--- config.mk ---
export PLATFORM = sky130hd
export DESIGN_NAME = clk_div_multi
export DESIGN_NICKNAME = d
export VERILOG_FILES = /design/src/rtl/clk_div_pkg.sv /design/src/rtl/clk_div_chan.sv /design/src/rtl/clk_div_multi.sv
export SDC_FILE = /design/constraint.sdc
export NUM_CORES = 1
export LEC_CHECK = 0
export BUFFER_PORTS_ARGS = -buffer_cell sky130_fd_sc_hd__buf_2
export CAP_MARGIN = 10
export CORE_MARGIN = 2
export CORE_UTILIZATION = 45
export CTS_CLUSTER_SIZE = 40
export DETAILED_ROUTE_END_ITERATION = 10
export GPL_TIMING_DRIVEN = 0
export PLACE_DENSITY_LB_ADDON = 0.1
export SLEW_MARGIN = 5
export SYNTH_ARGS = -nofsm -noshare
export SYNTH_HDL_FRONTEND = slang
export SYNTH_SLANG_ARGS = --single-unit
--- constraint.sdc ---
create_clock -name clk -period 6.32 [get_ports clk]
set_input_delay 0.316 -clock clk [delete_from_list [all_inputs] [get_ports clk]]
set_output_delay 0.316 -clock clk [all_outputs]
set_load 0.02 [all_outputs]
--- src/rtl/clk_div_pkg.sv ---
// clk_div_pkg: shared defaults and width helper for the multi-channel clock divider
package clk_div_pkg;
  localparam int DEF_CNT_W = 32;
  localparam int DEF_DIV = 50_000_000;
  function automatic int sel_w(input int n);
    return n <= 1 ? 1 : $clog2(n);
  endfunction
endpackage

--- src/rtl/clk_div_chan.sv ---
// clk_div_chan: one divider channel with programmable divisor, tick strobe and 50% square wave
module clk_div_chan import clk_div_pkg::*; #(
  parameter int CNT_W = DEF_CNT_W,
  parameter int DEFAULT_DIV = DEF_DIV
) (
  input  logic             clk,
  input  logic             rst,
  input  logic             en,
  input  logic             clr,
  input  logic             load,
  input  logic [CNT_W-1:0] load_val,
  output logic             tick,
  output logic             clk_out
);
  logic [CNT_W-1:0] div_q, cnt, d;
  logic term;
  // a zero divisor behaves as one; counts at or past the end are terminal so a shrink never wraps
  always_comb begin
    d = div_q == '0 ? CNT_W'(1) : div_q;
    term = cnt >= d - CNT_W'(1);
  end
  // clear beats load beats counting; clear still lets a simultaneous load write the divisor
  always_ff @(posedge clk) begin
    if (rst) begin
      div_q <= CNT_W'(DEFAULT_DIV);
      cnt <= '0;
      tick <= 1'b0;
      clk_out <= 1'b0;
    end else if (clr) begin
      if (load) div_q <= load_val;
      cnt <= '0;
      tick <= 1'b0;
      clk_out <= 1'b0;
    end else if (load) begin
      div_q <= load_val;
      cnt <= '0;
      tick <= 1'b0;
    end else if (en) begin
      cnt <= term ? '0 : cnt + CNT_W'(1);
      tick <= term;
      clk_out <= clk_out ^ term;
    end else begin
      tick <= 1'b0;
    end
  end
endmodule

--- src/rtl/clk_div_multi.sv ---
// clk_div_multi: N_CH independent clock-enable generators with per-channel divisor writes
module clk_div_multi import clk_div_pkg::*; #(
  parameter int N_CH = 4,
  parameter int CNT_W = DEF_CNT_W,
  parameter int DEFAULT_DIV = DEF_DIV
) (
  input  logic                      clk,
  input  logic                      rst,
  input  logic [N_CH-1:0]           en,
  input  logic                      sync_clr,
  input  logic                      div_load,
  input  logic [sel_w(N_CH)-1:0]    div_sel,
  input  logic [CNT_W-1:0]          div_val,
  output logic [N_CH-1:0]           tick,
  output logic [N_CH-1:0]           clk_out
);
  localparam int SW = sel_w(N_CH);
  for (genvar i = 0; i < N_CH; i++) begin : g_ch
    clk_div_chan #(.CNT_W(CNT_W), .DEFAULT_DIV(DEFAULT_DIV)) u_chan (
      .clk(clk),
      .rst(rst),
      .en(en[i]),
      .clr(sync_clr),
      .load(div_load && div_sel == SW'(i)),
      .load_val(div_val),
      .tick(tick[i]),
      .clk_out(clk_out[i])
    );
  end
endmodule

# Word-level counts from Yosys, hierarchy flattened
# Index checks and enable logic that the tools add are counted.
# op_classes
n_mux	8
n_eq_ne	3
addsub	8
div	0
mul	0
reduce_logical	22
order_cmp	4
n_bitwise	12
shifts	0
# ops
operator	n
two-way mux 32 bit	8
adder 32 x 1 -> 32 bit (second input constant)	4
>= comparator 32 bit	4
logical NOT 32 bit	4
subtractor 32 x 1 -> 32 bit (second input constant)	4
OR reduction 4 bit	4
OR reduction 3 bit	4
inverter 1 bit	8
AND reduction 2 bit	4
== test 2 bit (second input constant)	2
logical AND 1 bit	4
XOR 1 bit	4
== test 2 x 1 -> 1 bit (second input constant)	1
logical NOT 2 bit	1
OR reduction 2 bit	1
# totals
mem_count	0
out_inout_bits	8
latchBits	0
register_bits	264
input_bits	42
mem_bits_ro	0
ramBits	0

# Logic depth before layout (Yosys ltp)
# logic_depth
depth_word	5
mapped_depth	21

# Hierarchy
# A second synthesis with hierarchy kept.
# hier_totals
cells_unflattened	1820
hier_area_um2	15912.8
# modules_own_cells
module	area_each_um2	cells_each	seq_area_each_um2	instances
clk_div_chan	3968.8	454	1321.3	4
clk_div_multi	37.5	4	0.0	1

# Least setup slack after synthesis
# Ideal clock, no wire load.
# synth_timing
path_type	register to register
start	reg g_ch[0].u_chan.div_q[6]
end	reg g_ch[0].u_chan.cnt[22]
t_required_ps	6242
path_slack_ps	1296
setup_time_ps	78
path_buffers	3
synth_period_minus_slack_ps	5024
stages_incl_launch_ff	22
arrival_time_ps	4946
path_cell_list	dfxtp_1 > or4_1 > clkbuf_1 > or4_1 > or3_1 > nor2_1 > nor2_1 > ha_1 > and2_1 > nand2b_1 > nor2_1 > nand3b_1 > xor2_1 > ha_1 > nand4_1 > nor2_1 > a221o_1 > a211oi_1 > a21oi_1 > clkbuf_1 > clkbuf_1 > nor3_1
# synth_via
elab_chain_len	5
# synth_rtl
element	line	source
from (decl)	clk_div_chan.sv:15	logic [CNT_W-1:0] div_q, cnt, d;
from (signal assigned)	clk_div_chan.sv:25	div_q <= CNT_W'(DEFAULT_DIV);
from (signal assigned)	clk_div_chan.sv:30	if (load) div_q <= load_val;
from (signal assigned)	clk_div_chan.sv:35	div_q <= load_val;
logical NOT 32 bit	clk_div_chan.sv:19	d = div_q == '0 ? CNT_W'(1) : div_q;
two-way mux 32 bit (*)	clk_div_chan.sv:19	
subtractor 32 x 1 -> 32 bit (*)	clk_div_chan.sv:20	term = cnt >= d - CNT_W'(1);
>= comparator 32 bit (*)	clk_div_chan.sv:20	
two-way mux 32 bit (*)	clk_div_chan.sv:39	cnt <= term ? '0 : cnt + CNT_W'(1);
to (signal assigned)	clk_div_chan.sv:39	
to (decl)	clk_div_chan.sv:15	
# Mark *: on every way between the ends. The rest lies on a longest branch, timed or not.
# A chain may end at the register's enable or synchronous reset.

# Worst setup path after layout
# layout_timing
start	reg g_ch[2].u_chan.div_q[22]
end	reg g_ch[2].u_chan.cnt[24]
# layout_via
elab_chain_len	5
# layout_rtl
element	line
from (decl)	clk_div_chan.sv:15
from (signal assigned)	clk_div_chan.sv:25
from (signal assigned)	clk_div_chan.sv:30
from (signal assigned)	clk_div_chan.sv:35
logical NOT 32 bit	clk_div_chan.sv:19
two-way mux 32 bit (*)	clk_div_chan.sv:19
subtractor 32 x 1 -> 32 bit (*)	clk_div_chan.sv:20
>= comparator 32 bit (*)	clk_div_chan.sv:20
two-way mux 32 bit (*)	clk_div_chan.sv:39
to (signal assigned)	clk_div_chan.sv:39
to (decl)	clk_div_chan.sv:15
# Marked as above.

==> flow_summary.html <==
<table>
<tr><th>Metric</th><th>Value</th></tr>
<tr><th colspan="2">Run status</th></tr>
<tr><td>Outcome</td><td>completed</td></tr>
<tr><th colspan="2">Critical path</th></tr>
<tr><td>Critical path buffer and inverter count</td><td>2</td></tr>
<tr><td>R2R Path Start</td><td>g_ch[2].u_chan.div_q[22]</td></tr>
<tr><td>CP Depth</td><td>19</td></tr>
<tr><td>Cells along the critical path</td><td>or4_1 &gt; or4_1 &gt; nor4_1 &gt; and3_1 &gt; a21oi_1 &gt; ha_1 &gt; nor2b_1 &gt; nand2_1 &gt; nor2_1 &gt; nand2_1 &gt; xor2_1 &gt; ha_1 &gt; nand4_1 &gt; nor4_1 &gt; o311ai_0 &gt; o211ai_1 &gt; clkbuf_1 &gt; buf_1 &gt; nor2_1</td></tr>
<tr><td>Crit path capture type</td><td>flop</td></tr>
<tr><td>Maximum fanout count along the critical path</td><td>10</td></tr>
<tr><td>Critical Setup Path Class</td><td>flop to flop</td></tr>
<tr><td>Worst R2R End</td><td>g_ch[2].u_chan.cnt[24]</td></tr>
<tr><td>Cells on worst reg2reg path</td><td>19</td></tr>
<tr><td>Type of origin of the critical path</td><td>flop</td></tr>
<tr><td>CP top delay family</td><td>simple AND/OR/NAND/NOR gates</td></tr>
<tr><td>Worst path slowest cell</td><td>or4_1</td></tr>
<tr><td>Critical path destination</td><td>g_ch[2].u_chan.cnt[24]</td></tr>
<tr><td>Worst EP arrival</td><td>6240 ps</td></tr>
<tr><td>First element of the critical path</td><td>g_ch[2].u_chan.div_q[22]</td></tr>
<tr><td>Peak per-stage delay on the critical path</td><td>610 ps</td></tr>
<tr><td>Critical Path RT</td><td>approximately 6800 ps</td></tr>
<tr><td>Setup slack on the worst flop-to-flop path</td><td>530 ps</td></tr>
<tr><th colspan="2">Power</th></tr>
<tr><td>Part of the power in registers</td><td>0.454</td></tr>
<tr><td>Part of the total power dissipated in combinational logic</td><td>0.090</td></tr>
<tr><td>Int Pwr</td><td>0.002849 W</td></tr>
<tr><td>Pwr/cell area</td><td>220.3 nW/um2</td></tr>
<tr><td>Switching fraction of total power</td><td>0.2590</td></tr>
<tr><td>Power share of the clock group</td><td>0.457</td></tr>
<tr><td>Net Sw Power</td><td>0.0009959 W</td></tr>
<tr><td>Standby leakage power</td><td>6.604 nW</td></tr>
<tr><td>IR drop worst, VDD</td><td>0.0002283 V</td></tr>
<tr><th colspan="2">Logic synthesis</th></tr>
<tr><td>Primary FF master, synth</td><td>dfxtp_1</td></tr>
<tr><td>Cell type with the highest aggregate area in the netlist</td><td>dfxtp_1</td></tr>
<tr><td>Seq cells post-synth</td><td>264</td></tr>
<tr><td>Net Count, Synth</td><td>roughly 2.1k</td></tr>
<tr><td>Synthesis Warnings</td><td>0</td></tr>
<tr><td>Fraction of post-synthesis cell area in the top cell type by area</td><td>0.3384</td></tr>
<tr><td>Number of cells produced by synthesis</td><td>1949</td></tr>
<tr><td>Count of cell types in the netlist</td><td>approximately 60</td></tr>
<tr><td>Part of the Yosys area used for sequential elements</td><td>0.3384</td></tr>
<tr><td>Mean instance size in the synthesized netlist</td><td>between 8 and 9 um2</td></tr>
<tr><td>Post-synthesis instance area</td><td>about 16000 um2</td></tr>
<tr><td>Count of flip-flops with a built-in enable after synthesis</td><td>0</td></tr>
<tr><td>Top post-synthesis cells by area</td><td>dfxtp_1, ha_1, nand2_1, xor2_1, xnor2_1</td></tr>
<tr><td>Async set-or-reset flop fraction in the synthesized netlist</td><td>0</td></tr>
<tr><th colspan="2">Clock tree</th></tr>
<tr><td>Clock tree from TritonCTS</td><td>done</td></tr>
<tr><td>Buffer depth of the longest clock path</td><td>3</td></tr>
<tr><td>Postcts setup bufs</td><td>0</td></tr>
<tr><td>H-tree levels</td><td>1</td></tr>
<tr><td>Clock insertion delay at the later pin of the skew report</td><td>around 580 ps</td></tr>
<tr><td>Number of buffers created by CTS</td><td>30</td></tr>
<tr><td>CTS clk-pin slew, worst paths</td><td>60 ps</td></tr>
<tr><td>Number of clock sinks</td><td>around 260</td></tr>
<tr><td>Clock tree root buffer cell</td><td>clkbuf_16</td></tr>
<tr><th colspan="2">GRT</th></tr>
<tr><td>Via count of the first global-routing pass</td><td>13.10k</td></tr>
<tr><td>Overflow left after global routing</td><td>0</td></tr>
<tr><td>First-pass GRT wire length</td><td>between 60 and 70 mm</td></tr>
<tr><td>Largest net degree at the start of global routing</td><td>15</td></tr>
<tr><td>Overall track demand over capacity in global routing</td><td>0.2380</td></tr>
<tr><td>Antenna violations before repair</td><td>2</td></tr>
<tr><th colspan="2">Timing</th></tr>
<tr><td>Worst Hold Slack</td><td>around 70 ps</td></tr>
<tr><td>Number of setup violations in the final report</td><td>0</td></tr>
<tr><td>RSZ-0062 raised after global routing</td><td>no</td></tr>
<tr><td>Share of the clock period used by the worst path</td><td>0.9164</td></tr>
<tr><td>Min cycle time layout</td><td>5792 ps</td></tr>
<tr><td>Slew at the pin closest to its max-slew limit</td><td>approximately 1200 ps</td></tr>
<tr><td>Max Clock Freq</td><td>~0.17 GHz</td></tr>
<tr><td>Max_slew headroom</td><td>0.2242</td></tr>
<tr><td>Setup ws final</td><td>528.5 ps</td></tr>
<tr><td>Final sum of negative setup slack</td><td>0 ps</td></tr>
<tr><td>Number of failing hold endpoints at the final stage</td><td>0</td></tr>
<tr><td>Clock skew</td><td>10.37 ps</td></tr>
<tr><td>Max-slew violation count</td><td>0</td></tr>
<tr><th colspan="2">Cells and area</th></tr>
<tr><td>Fraction of final layout cells sized beyond drive strength 1</td><td>0.06290</td></tr>
<tr><td>Total Nets Final</td><td>2206</td></tr>
<tr><td>Layout Area Growth over Synthesis</td><td>11.79%</td></tr>
<tr><td>Area of the multi-input gates</td><td>9931 um2</td></tr>
<tr><td>Number of fillers in the final layout</td><td>3413</td></tr>
<tr><td>Sequential cell area</td><td>5285 um2</td></tr>
<tr><td>Post-layout instance area</td><td>17460 um2</td></tr>
<tr><th colspan="2">Route</th></tr>
<tr><td>Starting DRC count in detailed routing</td><td>roughly 880</td></tr>
<tr><td>Number of nets with antenna violations after detailed routing</td><td>0</td></tr>
<tr><td>Via count normalized by instance count</td><td>around 5.5</td></tr>
<tr><td>Avg WL per Cell</td><td>roughly 17 um</td></tr>
<tr><td>Final wirelength</td><td>around 43 mm</td></tr>
<tr><td>Routed via count</td><td>13.90k</td></tr>
<tr><td>DRC violation count after routing</td><td>0</td></tr>
<tr><td>Count of TritonRoute iterations in the first routing pass</td><td>6</td></tr>
<tr><th colspan="2">Floorplanning</th></tr>
<tr><td>Width of the die</td><td>190.3 um</td></tr>
<tr><td>Initial Utilization</td><td>0.4544</td></tr>
<tr><td>Die Y</td><td>190.3 um</td></tr>
<tr><td>Row Count</td><td>68</td></tr>
<tr><td>Io pins</td><td>50</td></tr>
<tr><td>Die Footprint</td><td>36210 um2</td></tr>
<tr><td>Placeable core area</td><td>34370 um2</td></tr>
<tr><th colspan="2">Place</th></tr>
<tr><td>Last weighted congestion value of the routability-driven placer</td><td>0.8290</td></tr>
<tr><td>Pre-CTS setup slack</td><td>354.5 ps</td></tr>
<tr><td>Total cell area at the placement stage</td><td>16440 um2</td></tr>
<tr><td>Port-buffer cells</td><td>46</td></tr>
<tr><td>HPWL reported at the end of detailed placement</td><td>approximately 33 mm</td></tr>
<tr><th colspan="2">Flow run</th></tr>
<tr><td>Max-cap check violation count</td><td>0</td></tr>
<tr><th colspan="2">Min path</th></tr>
<tr><td>HP Class</td><td>primary input to flop</td></tr>
</table>
[timing repair]
item,4_1_cts,5_1_grt
endpoints found under the setup margin,0,20
gates resized for setup,0,6
hold buffers,0,0
hold endpoints to repair,0,0
[cell families (layout without fill, tap and decap cells)]
group	count (synthesis)	count (layout)	synth area share
and+or+nand+nor	987	987	0.3115
muxes	5	5	0.003205
buffers and inverters	108	210	0.02796
AOI/OAI and AO/OA	227	227	0.08548
DFF	264	264	0.3384
xor gates and xnor gates	222	222	0.1245
other	0	2	0
adders and majority gates	136	136	0.1090
[cell usage after synthesis (all sizes together) (11+ instances only)]
| cell type | instances |
|---|---|
| nand2 | 371 |
| dfxtp | 264 |
| nor2 | 145 |
| ha | 136 |
| a21oi | 133 |
| xor2 | 122 |
| nor3 | 101 |
| xnor2 | 100 |
| nand3 | 76 |
| clkbuf | 73 |
| nand4 | 65 |
| nand3b | 59 |
| nor4 | 38 |
| o21ai | 27 |
| inv | 24 |
| or3 | 24 |
| and3 | 22 |
| and4 | 18 |
| or4 | 18 |
| and2 | 11 |
| buf | 11 |
| nand2b | 11 |
[worst min-delay path, delay by kind of cell]
| family | cells | cell delay [ps] |
|---|---|---|
| buffers and inverters | 1 | 160 |
| and+or+nand+nor | 1 | 70 |
| AOI/OAI and AO/OA | 1 | 50 |
[area by class of cell]
type | instances | share of cell area
multi-input combinational | 1577 | 0.5688
sequential | 264 | 0.3027
clock buffer | 45 | 0.05203
tap | 455 | 0.03261
buffer | 84 | 0.01992
timing repair buffer | 47 | 0.01362
inverter | 24 | 0.005160
clock inverter | 10 | 0.004802
antenna | 2 | 0.0002867
[power by group through the flow]
stage          registers (W)  clock network [W]  logic [W]
5_1_grt              0.00175            0.00186   0.000389
2_1_floorplan        0.00177                  0   0.000230
6_report             0.00174            0.00176   0.000345
3_3_place_gp         0.00178                  0   0.000333
4_1_cts              0.00174            0.00179   0.000343
3_5_place_dp         0.00178                  0   0.000341
[registers in the layout, indices dropped and copies added, names as in the netlist]
register and cells:
g_ch.u_chan.cnt 128, g_ch.u_chan.tick 4, g_ch.u_chan.div_q 128, g_ch.u_chan.clk_out 4
[metrics by stage]
| stage | instances | util | power, W |
|---|---|---|---|
| after floorplan | 1949 | - | 0.001996 |
| after global placement | 2450 | 0.4776 | 0.002112 |
| after detailed placement | 2451 | 0.4782 | 0.002122 |
| after CTS | 2506 | 0.5071 | 0.003874 |
| after global routing | 2506 | 0.5078 | 0.003999 |
| final | 2508 | 0.5079 | 0.003845 |
[cells in the final DEF (no fill, tap or decap), types with 4 or more instances in the layout]
| cell | n |
|---|---|
| a31oi_1 | 6 |
| nor4_1 | 33 |
| a221oi_1 | 4 |
| or3_1 | 22 |
| o211ai_1 | 8 |
| and3_1 | 22 |
| nand2b_1 | 11 |
| and2_1 | 10 |
| dfxtp_1 | 264 |
| xnor2_1 | 100 |
| clkbuf_8 | 8 |
| nor2_1 | 145 |
| clkbuf_1 | 78 |
| nor3_1 | 100 |
| clkbuf_16 | 31 |
| buf_2 | 47 |
| or2_2 | 8 |
| nand2_1 | 371 |
| a2111oi_0 | 5 |
| clkinv_2 | 6 |
| o21ai_0 | 27 |
| buf_4 | 9 |
| inv_1 | 24 |
| ha_1 | 136 |
| nand3_1 | 76 |
| a21oi_1 | 133 |
| nand4_1 | 65 |
| nand3b_1 | 59 |
| a21o_1 | 7 |
| and4_1 | 18 |
| nor2b_1 | 8 |
| or4_1 | 17 |
| mux2i_1 | 5 |
| nor4_2 | 4 |
| o21a_1 | 7 |
| xor2_1 | 122 |
[how the worst min path moves through the flow]
stage,startpoint,slack [ps],depth (start not counted),to
global placement,g_ch[0].u_chan.div_q[9],470,2,g_ch[0].u_chan.div_q[9]
finish,div_val[0],70,3,g_ch[0].u_chan.div_q[0]
global route,div_val[28],50,3,g_ch[3].u_chan.div_q[28]
floorplan,div_val[12],440,2,g_ch[0].u_chan.div_q[12]
CTS,div_val[27],30,3,g_ch[1].u_chan.div_q[27]
detailed placement,g_ch[0].u_chan.div_q[5],480,2,g_ch[0].u_chan.div_q[5]
[metal layers]
metal | up-vias | GRT usage | share of wire
met4 | 0 | 0.06380 | 0.024
met2 | 284 | 0.3913 | 0.45
met3 | 74 | 0.03828 | 0.057
li1 | 7031 | - | -
met1 | 6509 | 0.3233 | 0.47
met5 | - | 0 | 0
No activity file was read; power rests on OpenSTA's default activity.
